<file path="config.mk">
export PLATFORM = sky130hd
export DESIGN_NAME = pc_unit
export DESIGN_NICKNAME = d
export VERILOG_FILES = /design/src/rtl/pc_unit.sv
export SDC_FILE = /design/constraint.sdc
export NUM_CORES = 1
export LEC_CHECK = 0
export ABC_AREA = 1
export BUFFER_PORTS_ARGS = -buffer_cell sky130_fd_sc_hd__buf_2
export CAP_MARGIN = 5
export CORE_MARGIN = 2
export CORE_UTILIZATION = 45
export DETAILED_ROUTE_END_ITERATION = 6
export PLACE_DENSITY = 0.73
export SLEW_MARGIN = 40
export SYNTH_ARGS = -nofsm -noshare
export SYNTH_HDL_FRONTEND = slang
export SYNTH_SLANG_ARGS = --single-unit
</file>
<file path="constraint.sdc">
create_clock -name clk -period 2.74 [get_ports clk]
set_input_delay 0 -clock clk [delete_from_list [all_inputs] [get_ports clk]]
set_output_delay 0 -clock clk [all_outputs]
set_load 0.005 [all_outputs]
</file>
<file path="src/rtl/pc_unit.sv">
// ---------------------------------------------------------------------------
// pc_unit : program-counter stage of the single-cycle MIPS datapath.
//
// Holds the PC register and forms PC+4 with a 32-bit adder (add32). The next
// PC comes from one of four sources, in this priority order: jump-register,
// jump, branch, sequential. A two-state run/halt FSM stops the core when a jr
// targets a misaligned address. A retired-instruction counter is also kept.
//
// Ports
//   clk            in   1   rising-edge clock
//   reset          in   1   synchronous, active-high reset
//   stall          in   1   hold PC and counter this cycle
//   branch_taken   in   1   branch condition resolved true
//   branch_imm     in   16  signed word offset (instr[15:0])
//   jump           in   1   j / jal
//   jump_index     in   26  instr[25:0]
//   jump_reg       in   1   jr
//   reg_target     in   32  rs value for jr
//   pc             out  32  current PC (registered)
//   pc_plus4       out  32  pc + 4 (combinational)
//   retired_count  out  32  instructions retired since reset (registered)
//   halted         out  1   core halted after a misaligned jr (registered)
// ---------------------------------------------------------------------------

module add32 (
   input  logic [31:0] a,
   input  logic [31:0] b,
   output logic [31:0] sum
);
   assign sum = a + b;
endmodule

module pc_unit #(
   parameter logic [31:0] RESET_PC = 32'h0000_0000
) (
   input  logic        clk,
   input  logic        reset,
   input  logic        stall,
   input  logic        branch_taken,
   input  logic [15:0] branch_imm,
   input  logic        jump,
   input  logic [25:0] jump_index,
   input  logic        jump_reg,
   input  logic [31:0] reg_target,
   output logic [31:0] pc,
   output logic [31:0] pc_plus4,
   output logic [31:0] retired_count,
   output logic        halted
);

   typedef enum logic [0:0] {
      ST_RUN  = 1'b0,
      ST_HALT = 1'b1
   } state_t;

   state_t      state_r;
   state_t      state_next_s;
   logic [31:0] pc_r;
   logic [31:0] pc_next_s;
   logic [31:0] count_r;
   logic [31:0] count_next_s;
   logic        halted_r;
   logic        halted_next_s;

   logic [31:0] pc_plus4_s;
   logic [31:0] branch_off_s;
   logic [31:0] branch_tgt_s;
   logic [31:0] jump_tgt_s;
   logic [31:0] sel_pc_s;
   logic        misaligned_jr_s;

   add32 u_add_pc4 (
      .a   (pc_r),
      .b   (32'h0000_0004),
      .sum (pc_plus4_s)
   );

   // Sign-extended immediate scaled to bytes.
   assign branch_off_s = {{14{branch_imm[15]}}, branch_imm, 2'b00};

   add32 u_add_br (
      .a   (pc_plus4_s),
      .b   (branch_off_s),
      .sum (branch_tgt_s)
   );

   assign jump_tgt_s      = {pc_plus4_s[31:28], jump_index, 2'b00};
   assign misaligned_jr_s = jump_reg & (reg_target[1:0] != 2'b00);

   // Next-PC source selection: jr > j > branch > sequential.
   always_comb begin
      sel_pc_s = pc_plus4_s;
      if (jump_reg) begin
         sel_pc_s = reg_target;
      end else if (jump) begin
         sel_pc_s = jump_tgt_s;
      end else if (branch_taken) begin
         sel_pc_s = branch_tgt_s;
      end else begin
         sel_pc_s = pc_plus4_s;
      end
   end

   // Run/halt FSM next state and next values of PC, counter and halt flag.
   always_comb begin
      state_next_s  = state_r;
      pc_next_s     = pc_r;
      count_next_s  = count_r;
      halted_next_s = halted_r;
      case (state_r)
         ST_RUN: begin
            if (stall) begin
               // Stall outranks everything, including a misaligned jr.
               pc_next_s    = pc_r;
               count_next_s = count_r;
            end else if (misaligned_jr_s) begin
               // Faulting jr: PC holds and the jr does not retire.
               state_next_s  = ST_HALT;
               halted_next_s = 1'b1;
            end else begin
               pc_next_s    = sel_pc_s;
               count_next_s = count_r + 32'd1;
            end
         end
         ST_HALT: begin
            state_next_s  = ST_HALT;
            halted_next_s = 1'b1;
         end
         default: begin
            // An illegal state is treated as a fault and parks the core.
            state_next_s  = ST_HALT;
            halted_next_s = 1'b1;
         end
      endcase
   end

   // State register; reset outranks every other input, including HALT.
   always_ff @(posedge clk) begin
      if (reset) begin
         state_r  <= ST_RUN;
         pc_r     <= RESET_PC;
         count_r  <= 32'd0;
         halted_r <= 1'b0;
      end else begin
         state_r  <= state_next_s;
         pc_r     <= pc_next_s;
         count_r  <= count_next_s;
         halted_r <= halted_next_s;
      end
   end

   assign pc            = pc_r;
   assign pc_plus4      = pc_plus4_s;
   assign retired_count = count_r;
   assign halted        = halted_r;

endmodule

</file>
==> impl_metrics.toml <==
[die]
die_area_um2 = 15740
core_area_um2 = 14480
rows = 44
die_width_um = 125.5
die_h_um = 125.5
floorplan.initialDensity = 0.4586
ios = 177

[power]
p_leak_nw = 5.219
power.total_mw = 3.652
p_int_mw = 2.301
switchingPower_mw = 1.351
p_sw_frac = 0.3700
p_comb_frac = 0.415
p_seq_frac = 0.284
p_per_area_nw_per_um2 = 338.5
vdd_drop_max_uv = 310.9
p_clk_frac = 0.301

[setup_path]
crit_top_cell = "nand2_1"
cp-start-kind = "flop"
crit_chain = "ha_4, inv_2, nor3_4, buf_6, nand2_4, nor2_4, xor2_1, buf_4, ha_4, a21oi_1, nand2_2, nand2_1, nand2_1, nand2_1, nand2_2, a21oi_2, nand2_1, nand2_1, nand2_1, nand2_1, nand2_2, a21oi_2"
rrSetupSlack_ns = -0.28
crit_required_ns = 3.01
cp-startpoint = "pc[3]"
endpoint = "pc[31]"
path_max_fanout = 5
crit_type = "reg2reg"
r2r_start = "pc[3]"
rr_worst_depth = 22
cp_slowest_cell = "dfxtp_2"
slowest_delay_ns = 0.36
endpoint_kind = "flop"
rr_endpoint = "pc[31]"
worstPathArrival_ns = 3.29

[finish]
layout_commonest_cell = "nand2_1"
layout_common_cells = "nand2_1 (295), buf_4 (201), buf_2 (176)"
syn2layout_area_growth_pct = 62.45
fin_cells = 1709
n_antenna_cell = 0
fillCellCount = 1144
drive_gt1_frac = 0.4400
finalNetCount = 1638
final_util = 0.7450

[sta]
hold_violations = 0
final.period_utilization = 1.103
grt_setup_unrepaired = "true"
finClkSkew_ns = 0.008897
max_slew_margin = 0.4049
max_freq_ghz = 0.3310
fin_ws_ns = -0.2809
fin_setup_tns_ns = -2.525
setup_viol = 18
worst_pin_slew_ns = 0.8926
finalMaxSlewViolations = 0
period_minus_slack_ns = 3.021

[yosys]
synth.distinct_cells = 47
synth.avg_cell_area_um2 = 5.764
synth_area_um2 = 6640
synth_edf_count = 0
ys_seq_elements = 66
seq_area_frac_synth = 0.1990
async_reset_ff_frac = 0
yosysWarnings = 0
synthCells = 1152
synth_fp_nets = 1270
synth_ff_type = "dfxtp_1"

[drt]
vias = 9312
drt-total-wl_mm = 28.92
detailedRoute.firstPassIterationCount = 7
final_antenna_net_count = 0
drc = 1
first_iter_violations = 627
avgViaCountPerCell = 5.449
wl_per_cell_um = 16.92

[place]
dpl.cell_count = 1650
port_buffers = 176
dp_hpwl_mm = 20.51
gp_congestion = 0.9671

[clock_network]
cts_tree = "built"
numCtsBuffers = 9
htree_levels = 3
clock_latency_ns = 0.34
cts_root_buffer = "clkbuf_16"
clock-sinks = 66
cts.clk_slew.worst_paths_ns = 0.06
clockBufferDepth = 2

[job]
max_cap_violations = 0

[status]
status = "finished with violations"
violations = "design-rule violations, negative setup slack"

[global_routing]
overflow = 0
antenna_found_initial = 0
grt_max_degree = 48
grt_util_all_layers = 0.3395
grt_pass1_vias = 8608
grt_pass1_wl_mm = 43.03

[worst_hold_path]
holdCritPathClass = "in2reg"
==> worst max-delay path, delay by kind of cell, from the launching register on <==
kind / cells / cell delay [ns]
and+or+nand+nor: 13 / 1.15
AOI/OAI and AO/OA: 3 / 0.59
DFF: 1 / 0.36
adders and majority gates: 2 / 0.36
buffers and inverters: 3 / 0.36
xor gates and xnor gates: 1 / 0.14
==> flip-flops by register name, indices dropped and copies added (netlist names) <==
name           count
halted             1
pc                32
state_r            1
retired_count     32
==> metal layers <==
metal  share of wire  track usage  up-vias  wire length, um
met5               0            0        -                0
met4           0.048       0.1405        0             1399
met3           0.094      0.07445      105             2713
met2            0.47       0.5599      522            13450
met1            0.39       0.4292     4242            11360
li1                -            -     4443                -
==> worst min path at each step <==
stage	start	end	slack [ns]	depth (start not counted)
finish	reg_target[3]	pc[3]	0.01	5
global placement	reg_target[2]	pc[2]	0.31	3
floorplan	branch_taken	pc[21]	0.18	3
global route	stall	state_r	0.03	4
CTS	stall	state_r	0.003	4
detailed placement	reg_target[2]	pc[2]	0.31	3
==> cells by family after synthesis <==
group           Yosys count  synth area share
xor+xnor                 30           0.04296
flops                    66            0.1990
fa+ha+maj                38           0.07273
simple gates            664            0.4373
buf+inv                 179            0.1046
compound gates          175            0.1434
==> metrics by stage <==
stage / area, um^2 / hold slack, ns / worst slack (ns)
2_1_floorplan: 6641 / 0.1753 / 0.005154
3_3_place_gp: 8875 / 0.3060 / -0.3775
3_5_place_dp: 8875 / 0.3099 / -0.4017
4_1_cts: 10380 / 0.002558 / -0.1320
5_1_grt: 10790 / 0.03119 / -0.4403
6_report: 10790 / 0.01383 / -0.2809
==> synth_stat cells, types with 2 or more instances <==
cell	number	area, um^2
xnor2_2	2	32.53
o21a_1	5	37.54
a21oi_2	2	17.52
nand3_2	2	20.02
clkinv_1	3	11.26
xor2_1	22	192.7
nor2_2	11	68.82
nand2_1	350	1314
nor4_1	5	31.28
buf_4	2	15.01
inv_1	143	536.8
nand2_2	9	56.30
o21ai_0	36	180.2
o211ai_1	5	37.54
inv_2	4	15.01
nor2_1	132	495.5
nand4_1	13	81.33
or2_2	7	43.79
buf_2	6	30.03
nor3_1	25	125.1
o21ai_1	5	25.02
nor3b_1	3	22.52
buf_1	2	7.510
nand3b_1	4	30.03
o21bai_1	5	37.54
nand3_1	83	415.4
and2_1	5	31.28
o221ai_1	2	17.52
clkbuf_1	18	67.56
xnor2_1	5	43.79
ha_1	37	462.9
a21oi_1	108	540.5
nand2_4	2	22.52
a221oi_1	3	26.28
dfxtp_1	66	1321
nor2_4	9	101.4
==> power groups by stage <==
stage	Sequential, mW	Clock, mW	Combinational (mW)
floorplan	1.06	0	0.552
global placement	1.05	0	1.11
detailed placement	1.05	0	1.11
CTS	1.03	1.11	1.36
global route	1.04	1.16	1.62
finish	1.04	1.10	1.51
==> cell type report <==
| cell class | count | area [um^2] | share of cell area |
|---|---|---|---|
| inverter | 150 | 566.8 | 0.05255 |
| clock buffer | 9 | 225.2 | 0.02088 |
| tap | 184 | 230.2 | 0.02134 |
| timing repair buffer | 386 | 2485 | 0.2304 |
| clock inverter | 7 | 58.81 | 0.005452 |
| sequential | 66 | 1340 | 0.1242 |
| multi-input combinational | 907 | 5881 | 0.5452 |
==> what timing repair did <==
item	4_1_cts	5_1_grt
hold endpoints to repair	4	1
setup buffers	34	4
pin swaps	63	44
hold buffers	4	1
gates resized for setup	201	93
endpoints found under the setup margin	24	25
Note: power is estimated with default switching activity, not from simulation.
